[src/rtl/host_pkg.sv]
// Shared definitions for the host bus sequencer: FSM encoding, default bus
// timing and a0 meanings.
package host_pkg;

    typedef enum logic [2:0] {
        ST_IDLE   = 3'd0,
        ST_SETUP  = 3'd1,
        ST_STROBE = 3'd2,
        ST_HOLD   = 3'd3,
        ST_RECOV  = 3'd4
    } state_t;

    localparam logic [3:0] T_SETUP_DEF  = 4'd1;
    localparam logic [3:0] T_STROBE_DEF = 4'd5;
    localparam logic [3:0] T_HOLD_DEF   = 4'd1;
    localparam logic [3:0] T_RECOV_DEF  = 4'd5;

    localparam logic A0_CMD = 1'b1;
    localparam logic A0_DAT = 1'b0;

    // A phase length of 0 would never expire, so it is treated as 1.
    function automatic logic [3:0] phase_len(input logic [3:0] v);
        return (v == 4'd0) ? 4'd1 : v;
    endfunction

endpackage

[src/rtl/host_tmr.sv]
// Loadable 4-bit down-counter timing one bus phase; tc flags the last cycle
// of the phase that was loaded.
module host_tmr
    import host_pkg::*;
(
    input  logic       clk,
    input  logic       rst,
    input  logic       load,
    input  logic [3:0] load_val,
    output logic       tc
);

    logic [3:0] cnt;

    always_ff @(posedge clk) begin
        if (rst) begin
            cnt <= 4'd0;
        end else if (load) begin
            cnt <= phase_len(load_val);
        end else if (cnt > 4'd1) begin
            cnt <= cnt - 4'd1;
        end
    end

    assign tc = (cnt == 4'd1);

endmodule

[src/rtl/host_bus_seq.sv]
// Sequences one parallel-bus access (setup, strobe, hold, recovery) per
// accepted request, with all bus pins driven from registers.
module host_bus_seq
    import host_pkg::*;
#(
    parameter logic [3:0] T_SETUP  = T_SETUP_DEF,
    parameter logic [3:0] T_STROBE = T_STROBE_DEF,
    parameter logic [3:0] T_HOLD   = T_HOLD_DEF,
    parameter logic [3:0] T_RECOV  = T_RECOV_DEF
) (
    input  logic       clk,
    input  logic       rst,
    input  logic       req_vld,
    output logic       req_rdy,
    input  logic       req_a0,
    input  logic       req_rd,
    input  logic [7:0] req_dat,
    output logic       rsp_vld,
    output logic [7:0] rsp_dat,
    output logic       busy,
    output logic       cs_x,
    output logic       rd_x,
    output logic       wr_x,
    output logic       a0,
    output logic [7:0] dat_o,
    output logic       dat_oe,
    input  logic [7:0] dat_i
);

    state_t     state;
    logic       lat_rd;
    logic [7:0] lat_dat;
    logic       tmr_load;
    logic [3:0] tmr_val;
    logic       tmr_tc;

    // Handshake: a request transfers on a rising edge where req_vld and
    // req_rdy are both 1; req_rdy is only offered in IDLE outside reset.
    assign req_rdy = (state == ST_IDLE) && !rst;
    assign busy    = (state != ST_IDLE);

    // The timer is reloaded with the length of the phase about to start.
    always_comb begin
        tmr_val  = T_SETUP;
        tmr_load = (state == ST_IDLE) || tmr_tc;
        case (state)
            ST_SETUP:  tmr_val = T_STROBE;
            ST_STROBE: tmr_val = T_HOLD;
            ST_HOLD:   tmr_val = T_RECOV;
            default:   tmr_val = T_SETUP;
        endcase
    end

    host_tmr u_tmr (
        .clk      (clk),
        .rst      (rst),
        .load     (tmr_load),
        .load_val (tmr_val),
        .tc       (tmr_tc)
    );

    always_ff @(posedge clk) begin
        if (rst) begin
            state   <= ST_IDLE;
            lat_rd  <= 1'b0;
            lat_dat <= 8'h00;
            cs_x    <= 1'b1;
            rd_x    <= 1'b1;
            wr_x    <= 1'b1;
            a0      <= A0_DAT;
            dat_o   <= 8'h00;
            dat_oe  <= 1'b0;
            rsp_vld <= 1'b0;
            rsp_dat <= 8'h00;
        end else begin
            rsp_vld <= 1'b0;
            case (state)
                ST_IDLE: begin
                    if (req_vld) begin
                        lat_rd  <= req_rd;
                        lat_dat <= req_dat;
                        a0      <= req_a0;
                        cs_x    <= 1'b0;
                        state   <= ST_SETUP;
                    end
                end
                ST_SETUP: begin
                    if (tmr_tc) begin
                        wr_x   <= lat_rd;
                        rd_x   <= !lat_rd;
                        dat_oe <= !lat_rd;
                        dat_o  <= lat_rd ? 8'h00 : lat_dat;
                        state  <= ST_STROBE;
                    end
                end
                ST_STROBE: begin
                    if (tmr_tc) begin
                        wr_x  <= 1'b1;
                        rd_x  <= 1'b1;
                        if (lat_rd) begin
                            rsp_dat <= dat_i;
                        end
                        state <= ST_HOLD;
                    end
                end
                ST_HOLD: begin
                    if (tmr_tc) begin
                        cs_x    <= 1'b1;
                        dat_oe  <= 1'b0;
                        dat_o   <= 8'h00;
                        rsp_vld <= lat_rd;
                        state   <= ST_RECOV;
                    end
                end
                ST_RECOV: begin
                    if (tmr_tc) begin
                        state <= ST_IDLE;
                    end
                end
                default: state <= ST_IDLE;
            endcase
        end
    end

endmodule

[config.mk]
export PLATFORM = sky130hd
export DESIGN_NAME = host_bus_seq
export DESIGN_NICKNAME = d
export VERILOG_FILES = /design/src/rtl/host_pkg.sv /design/src/rtl/host_tmr.sv /design/src/rtl/host_bus_seq.sv
export SDC_FILE = /design/constraint.sdc
export NUM_CORES = 1
export LEC_CHECK = 0
export BUFFER_PORTS_ARGS = -buffer_cell sky130_fd_sc_hd__buf_2
export CORE_ASPECT_RATIO = 0.7
export CORE_MARGIN = 2
export CORE_UTILIZATION = 40
export CTS_CLUSTER_SIZE = 28
export DETAILED_ROUTE_END_ITERATION = 8
export HOLD_SLACK_MARGIN = 0.08
export SKIP_LAST_GASP = 1
export SYNTH_ARGS = -nofsm -noshare
export SYNTH_HDL_FRONTEND = slang
export SYNTH_SLANG_ARGS = --single-unit
[constraint.sdc]
create_clock -name clk -period 4.32 [get_ports clk]
set_clock_uncertainty 0.2 [all_clocks]
set_input_delay 0.864 -clock clk [delete_from_list [all_inputs] [get_ports clk]]
set_output_delay 0.864 -clock clk [all_outputs]
set_load 0.05 [all_outputs]
==> results.sh, run 1 <==
export IMPL_min_path_type="reg2reg"
export IMPL_fin_util=0.496
export IMPL_routed_wl_mm=3.50
export IMPL_clock_root_buffer="clkbuf_8"
export IMPL_min_path_cells=2
export IMPL_first_iter_violations=58
export IMPL_drive_gt1_frac=0.248
export IMPL_worstRegToRegCells=5
export IMPL_fin_nets=246
export IMPL_ctsResizeCount=0
export IMPL_fp_dieH_um=58.1
export IMPL_crit_type="in2out"
export IMPL_core_area_mm2=0.00397
export IMPL_grt_overflow=0
export IMPL_total_power_uw=853
export IMPL_ant_nets=0
export IMPL_power_frac_clock=0.281
export IMPL_yosysTopAreaCellShare=0.455
export IMPL_die_w_um=81.3
export IMPL_power_switching_uw=284
export IMPL_crit_path_max_fanout=46
export IMPL_areaGrowthSynthToFinish_pct=17.9
export IMPL_cts_made_buffers=5
export IMPL_worst_slack_ns=1.50
export IMPL_mostFrequentLayoutCells="44 x buf_2, 38 x dfxtp_1, 24 x nand2_1"
export IMPL_io_pins=45
export IMPL_rsz0062_at_grt="no"
export IMPL_cts_path_max_buffers=2
export IMPL_syn_avg_cell_area_um2=9.04
export IMPL_synthArstFlopShare=0
export IMPL_swShare=0.333
export IMPL_cts_hold_fix_buffers=0
export IMPL_grt_pass1_wl_mm=5.85
export IMPL_hpwl_mm=2.40
export IMPL_layout_commonest_cell="buf_2"
export IMPL_arrival_ns=1.76
export IMPL_register_area_um2=761
export IMPL_status="complete, no violations"
export IMPL_post_cts_buffers=0
export IMPL_multi_input_area_um2=831
export IMPL_worstReg2RegStart="u_tmr.cnt[1]"
export IMPL_fin_crit_ns=2.82
export IMPL_r2r_end="rsp_dat[1]"
export IMPL_cts_tree="built"
export IMPL_grt_pass1_vias=1270
export IMPL_track_usage=0.166
export IMPL_start_kind="input port"
export IMPL_post_route_period_util=0.653
export IMPL_whs_ns=0.259
export IMPL_antenna_found_initial=0
export IMPL_setup_tns_ns=0
export IMPL_n_antenna_cell=0
export IMPL_finalMaxSlewViolations=0
export IMPL_fin_area_mm2=0.00197
export IMPL_initial_utilization=0.421
export IMPL_synth_largest_area_cell="dfxtp_1"
export IMPL_drc=0
export IMPL_grt_max_degree=47
export IMPL_seqPwrFrac=0.473
export IMPL_synth_area_mm2=0.00167
export IMPL_maxCapViolations=0
export IMPL_clock_latency_ns=0.29
export IMPL_gp_congestion=0.749
export IMPL_cp_end_kind="output port"
export IMPL_fillers=387
export IMPL_fmaxAchievable_ghz=0.354
export IMPL_synth_seq_cells=38
export IMPL_reg2reg_slack_ns=2.28
export IMPL_power_leakage_nw=0.812
export IMPL_crit_start="rst"
export IMPL_avgViaCountPerCell=4.99
export IMPL_preCtsSetupSlack_ns=1.50
export IMPL_htree_levels=2
export IMPL_place_inst=268
export IMPL_hold_viol=0
export IMPL_synth_area_leaders="dfxtp_1 46%, nand2b_1 6.4%, a21oi_1 6.3%, nand2_1 5.4%, mux2i_1 4.8%"
export IMPL_portBuffers=44
export IMPL_synthCells=185
export IMPL_relSlewSlack=0.492
export IMPL_worst_pin_slew_ns=0.758
export IMPL_die_area_mm2=0.00472
export IMPL_rows=19
export IMPL_seq_area_frac_synth=0.455
export IMPL_wire_per_inst_um=12.8
export IMPL_postPlaceCellArea_mm2=0.00189
export IMPL_hold_start="lat_dat[1]"
export IMPL_clkSinkCount=38
export IMPL_synth_edf_count=0
export IMPL_ir_drop_mv=0.182
export IMPL_clkTransAtPathRegs_ns=0.07
export IMPL_yosysUniqueCellTypes=33
export IMPL_ys_warnings_count=0
export IMPL_fin_cells=274
export IMPL_route_vias_total=1367
export IMPL_min_to="lat_dat[1]"
export IMPL_power_density_mw_per_mm2=433
export IMPL_pwr_share_comb=0.246
export IMPL_final_setup_viol_count=0
export IMPL_synth_ff_type="dfxtp_1"
export IMPL_p_int_uw=569
export IMPL_worstPathRequired_ns=3.26
export IMPL_syn_nets=208
export IMPL_drt_pass1_iter_count=4
## Yosys cell counts, types with 2 or more instances
| library cell | number |
|---|---|
| nand4_1 | 8 |
| nor2b_1 | 3 |
| clkbuf_1 | 7 |
| xnor2_1 | 3 |
| nor2_1 | 5 |
| a21oi_1 | 21 |
| and4b_1 | 2 |
| inv_1 | 3 |
| ha_1 | 2 |
| nor3b_2 | 2 |
| nor4b_4 | 2 |
| a211oi_1 | 2 |
| o21bai_1 | 2 |
| nand3_1 | 4 |
| buf_6 | 2 |
| mux2i_1 | 8 |
| nand2b_1 | 17 |
| buf_2 | 4 |
| dfxtp_1 | 38 |
| o21ai_1 | 9 |
| nand2_1 | 24 |
| a31oi_1 | 2 |
| nor3_1 | 5 |
## power groups by stage
stage | Combinational (mW) | Sequential (mW) | Clock, mW
after global routing | 0.234 | 0.408 | 0.261
after global placement | 0.210 | 0.411 | 0
after detailed placement | 0.210 | 0.411 | 0
final | 0.210 | 0.403 | 0.240
after floorplan | 0.152 | 0.423 | 0
after CTS | 0.211 | 0.403 | 0.249
## cell type report
| type | count | area share |
|---|---|---|
| clock buffer | 6 | 0.0419 |
| inverter | 3 | 0.00571 |
| multi-input combinational | 131 | 0.422 |
| sequential | 38 | 0.386 |
| tap | 52 | 0.0330 |
| timing repair buffer | 44 | 0.112 |
## sequential cells by signal, indices dropped and copies added (netlist names)
signal     cells
dat_oe         1
wr_x           1
lat_rd         1
rd_x           1
state          3
dat_o          8
a0             1
u_tmr.cnt      4
cs_x           1
rsp_dat        8
lat_dat        8
rsp_vld        1
## worst max path at each step
stage / to / slack [ns] / cells past startpoint
2_1_floorplan: req_rdy / 1.22 / 4
3_3_place_gp: req_rdy / 1.52 / 3
3_5_place_dp: req_rdy / 1.50 / 3
4_1_cts: req_rdy / 1.50 / 3
5_1_grt: req_rdy / 1.41 / 3
6_report: req_rdy / 1.50 / 3
## metal layers
metal,vias up,share of wire,track usage
met5,-,0,0
met4,0,0.021,0.0944
met3,7,0.045,0.0498
met2,25,0.39,0.218
met1,615,0.55,0.240
li1,720,-,-
## logic make-up after synthesis
group | Yosys count | share of synthesized area
fa+ha+maj | 2 | 0.0150
simple gates | 80 | 0.293
buf+inv | 16 | 0.0479
mux | 8 | 0.0479
compound gates | 37 | 0.121
flops | 38 | 0.455
xor+xnor | 4 | 0.0210
## worst max-delay path, cell delays in order
cell    delay (ns)
buf_2         0.54
nor2_1        0.10
buf_2         0.24
No activity file was read; power rests on OpenSTA's default activity.
==> inputs of run 2 (changes only) <==
- clock period: 4.32 -> 2.7 ns (I/O delays scaled with it)
==> results.sh, run 2 (synthesis results as in run 1) <==
export IMPL_clkTransAtPathRegs_ns=0.07
export IMPL_fmaxAchievable_ghz=0.427
export IMPL_grt_pass1_vias=1356
export IMPL_grt_overflow=0
export IMPL_clkSinkCount=38
export IMPL_reg2reg_slack_ns=0.63
export IMPL_fillers=388
export IMPL_ctsResizeCount=0
export IMPL_gp_congestion=0.759
export IMPL_n_antenna_cell=0
export IMPL_power_density_mw_per_mm2=727
export IMPL_drc=0
export IMPL_slowest_stage="dfxtp_1"
export IMPL_antenna_found_initial=0
export IMPL_cts_hold_fix_buffers=0
export IMPL_layout_commonest_cell="buf_2"
export IMPL_portBuffers=44
export IMPL_hpwl_mm=2.53
export IMPL_wire_per_inst_um=13.0
export IMPL_route_vias_total=1407
export IMPL_drive_gt1_frac=0.252
export IMPL_post_cts_buffers=0
export IMPL_cp_end_kind="output port"
export IMPL_crit_type="reg2out"
export IMPL_top_regs="dat_o x8, lat_dat x8, rsp_dat x8"
export IMPL_cts_path_max_buffers=2
export IMPL_track_usage=0.170
export IMPL_post_route_period_util=0.866
export IMPL_initial_utilization=0.421
export IMPL_cts_made_buffers=5
export IMPL_total_power_mw=1.46
export IMPL_worstReg2RegStart="u_tmr.cnt[1]"
export IMPL_min_path_type="reg2reg"
export IMPL_ant_nets=0
export IMPL_rsz0062_at_grt="no"
export IMPL_grt_pass1_wl_mm=6.18
export IMPL_routed_wl_mm=3.60
export IMPL_worstPathRequired_ns=1.96
export IMPL_status="complete, no violations"
export IMPL_hold_start="a0"
export IMPL_die_w_um=81.3
export IMPL_fin_nets=248
export IMPL_die_area_mm2=0.00472
export IMPL_crit_chain="nor3_1 > inv_1 > nor2_1 > buf_2"
export IMPL_worstRegToRegCells=5
export IMPL_io_pins=45
export IMPL_cts_tree="built"
export IMPL_arrival_ns=1.60
export IMPL_min_to="a0"
export IMPL_relSlewSlack=0.520
export IMPL_maxCapViolations=0
export IMPL_ir_drop_mv=0.325
export IMPL_rows=19
export IMPL_fp_dieH_um=58.1
export IMPL_clock_root_buffer="clkbuf_8"
export IMPL_areaGrowthSynthToFinish_pct=20.2
export IMPL_hold_viol=0
export IMPL_start_kind="flop"
export IMPL_core_area_mm2=0.00397
export IMPL_finalMaxSlewViolations=0
export IMPL_mostFrequentLayoutCells="44 x buf_2, 38 x dfxtp_1, 24 x nand2_1"
export IMPL_crit_path_max_fanout=14
export IMPL_htree_levels=2
export IMPL_min_path_cells=2
export IMPL_grt_max_degree=30
export IMPL_r2r_end="rsp_dat[1]"
export IMPL_first_iter_violations=66
export IMPL_clock_latency_ns=0.28
export IMPL_fin_crit_ns=2.34
export IMPL_slowest_delay_ns=0.47
export IMPL_avgViaCountPerCell=5.06
export IMPL_drt_pass1_iter_count=4
export IMPL_final_setup_viol_count=0
export IMPL_worst_pin_slew_ns=0.719
export IMPL_power_leakage_nw=0.831
export IMPL_setup_tns_ns=0
## run 2: layer usage
layer	track usage	routed length, um	up-vias
met4	0.0436	20	0
met5	0	0	-
met3	0.0530	162	2
met2	0.252	1490	35
li1	-	-	725
met1	0.241	1930	645
## run 2: layout make-up
type	instances	area, um^2	share of cell area
multi-input cells	131	831	0.413
flip-flops and latches	38	761	0.379
repair buffers	46	235	0.117
clock buffers	7	76.3	0.0380
well taps	52	65.1	0.0324
clock inverters	1	30.0	0.0149
inverters	3	11.3	0.00560
## run 2: critical path, delay by kind of cell, from the launching register on
family | cells | cell delay, ns
DFF | 1 | 0.47
buffers and inverters | 2 | 0.39
and+or+nand+nor | 2 | 0.46
## run 2: stage by stage
stage	hold WS, ns	std cells	instance area [um^2]	setup slack (ns)	util
floorplan	0.237	185	1670	0.248	-
global placement	0.246	270	1900	0.717	0.479
detailed placement	0.247	270	1900	0.647	0.479
CTS	0.260	278	2010	0.349	0.506
global route	0.273	278	2010	0.218	0.506
finish	0.260	278	2010	0.360	0.506
## run 2: worst max path at each step
stage	from	end	cells after the start
floorplan	rst	req_rdy	4
global route	state[1]	req_rdy	4
CTS	state[1]	req_rdy	4
finish	state[1]	req_rdy	4
global placement	state[1]	req_rdy	4
detailed placement	u_tmr.cnt[1]	rsp_dat[1]	5
## run 2: power by group
part | switching (mW) | internal [mW]
clock | 0.192 | 0.277
combinational | 0.227 | 0.121
sequential | 0.0469 | 0.598
total | 0.465 | 0.995
==> inputs of run 3 (changes only) <==
- CTS_BUF_LIST: default -> sky130_fd_sc_hd__clkbuf_2
==> results.sh, run 3 (synthesis results as in run 1) <==
export IMPL_cts_hold_fix_buffers=0
export IMPL_start_kind="flop"
export IMPL_gp_congestion=0.759
export IMPL_crit_buf_inv=2
export IMPL_first_iter_violations=57
export IMPL_wire_per_inst_um=13.0
export IMPL_fin_area_mm2=0.00197
export IMPL_areaGrowthSynthToFinish_pct=17.7
export IMPL_rsz0062_at_grt="no"
export IMPL_top_regs="dat_o x8, lat_dat x8, rsp_dat x8"
export IMPL_relSlewSlack=0.535
export IMPL_routed_wl_mm=3.62
export IMPL_clkTransAtPathRegs_ns=0.19
export IMPL_core_area_mm2=0.00397
export IMPL_fin_cells=278
export IMPL_post_route_period_util=0.914
export IMPL_grt_pass1_vias=1358
export IMPL_fp_dieH_um=58.1
export IMPL_cts_made_buffers=5
export IMPL_maxCapViolations=0
export IMPL_total_power_mw=1.34
export IMPL_fin_nets=248
export IMPL_drc=0
export IMPL_grt_overflow=0
export IMPL_route_vias_total=1410
export IMPL_grt_pass1_wl_mm=6.24
export IMPL_status="complete, no violations"
export IMPL_antenna_found_initial=0
export IMPL_worstPathRequired_ns=1.96
export IMPL_io_pins=45
export IMPL_avgViaCountPerCell=5.07
export IMPL_min_path_type="in2reg"
export IMPL_place_inst=270
export IMPL_ctsResizeCount=0
export IMPL_drive_gt1_frac=0.261
export IMPL_htree_levels=2
export IMPL_cp_end_kind="output port"
export IMPL_grt_max_degree=30
export IMPL_ant_nets=0
export IMPL_finalMaxSlewViolations=0
export IMPL_initial_utilization=0.421
export IMPL_hpwl_mm=2.53
export IMPL_fmaxAchievable_ghz=0.405
export IMPL_setup_tns_ns=0
export IMPL_postPlaceCellArea_mm2=0.00190
export IMPL_fillers=405
export IMPL_fin_crit_ns=2.47
export IMPL_final_setup_viol_count=0
export IMPL_crit_path_max_fanout=14
export IMPL_track_usage=0.173
export IMPL_clock_root_buffer="clkbuf_2"
export IMPL_slowest_stage="dfxtp_1"
export IMPL_arrival_ns=1.73
export IMPL_n_antenna_cell=0
export IMPL_die_area_mm2=0.00472
export IMPL_portBuffers=44
export IMPL_cts_path_max_buffers=2
export IMPL_cts_tree="built"
export IMPL_power_density_mw_per_mm2=682
export IMPL_fin_util=0.496
export IMPL_drt_pass1_iter_count=4
export IMPL_rows=19
export IMPL_die_w_um=81.3
export IMPL_power_leakage_nw=0.821
export IMPL_post_cts_buffers=0
export IMPL_crit_type="reg2out"
export IMPL_ir_drop_mv=0.266
export IMPL_clock_latency_ns=0.38
export IMPL_hold_viol=0
export IMPL_worst_pin_slew_ns=0.696
export IMPL_crit_chain="nor3_1 > inv_1 > nor2_1 > buf_2"
export IMPL_slowest_delay_ns=0.50
export IMPL_layout_commonest_cell="buf_2"
export IMPL_clkSinkCount=38
export IMPL_mostFrequentLayoutCells="44 x buf_2, 38 x dfxtp_1, 24 x nand2_1"
export IMPL_cp_top_family="flip-flops"
==> run 3: final timing paths <==
| check | start | end | slack [ns] | cells after the start |
|---|---|---|---|---|
| min | req_dat[5] | lat_dat[5] | 0.17 | 3 |
| max | state[1] | req_rdy | 0.23 | 4 |
| min reg2reg | a0 | a0 | 0.27 | 2 |
| max reg2reg | u_tmr.cnt[1] | rsp_dat[1] | 0.60 | 5 |
==> run 3: layout make-up <==
cell class                      count  area (um^2)  share of cell area
Multi-Input combinational cell    131          831               0.422
Tap cell                           52         65.1              0.0331
Inverter                            3         11.3             0.00572
Clock buffer                        7         35.0              0.0178
Clock inverter                      1         30.0              0.0153
Timing Repair Buffer               46          235               0.120
Sequential cell                    38          761               0.387
==> run 3: power breakdown <==
group	switching (mW)	internal (mW)
sequential	0.0463	0.599
clock	0.183	0.165
combinational	0.228	0.121
==> run 3: worst reg2reg max path, cell delays in order (launching register included) <==
cell	delay, ns
dfxtp_1	0.35
inv_1	0.10
ha_1	0.22
nor4b_4	0.36
and4b_1	0.57
mux2i_1	0.25
==> run 3: layer usage <==
layer	routed length (um)	GRT usage	up-vias
met5	0	0	-
met4	49	0.0654	0
met3	127	0.0436	5
met2	1510	0.251	22
met1	1930	0.246	655
li1	-	-	728
==> run 3: stage by stage <==
| step | setup slack, ns | hold WS [ns] |
|---|---|---|
| after global placement | 0.717 | 0.246 |
| after floorplan | 0.248 | 0.237 |
| final | 0.233 | 0.169 |
| after global routing | 0.0587 | 0.127 |
| after CTS | 0.205 | 0.149 |
| after detailed placement | 0.647 | 0.247 |
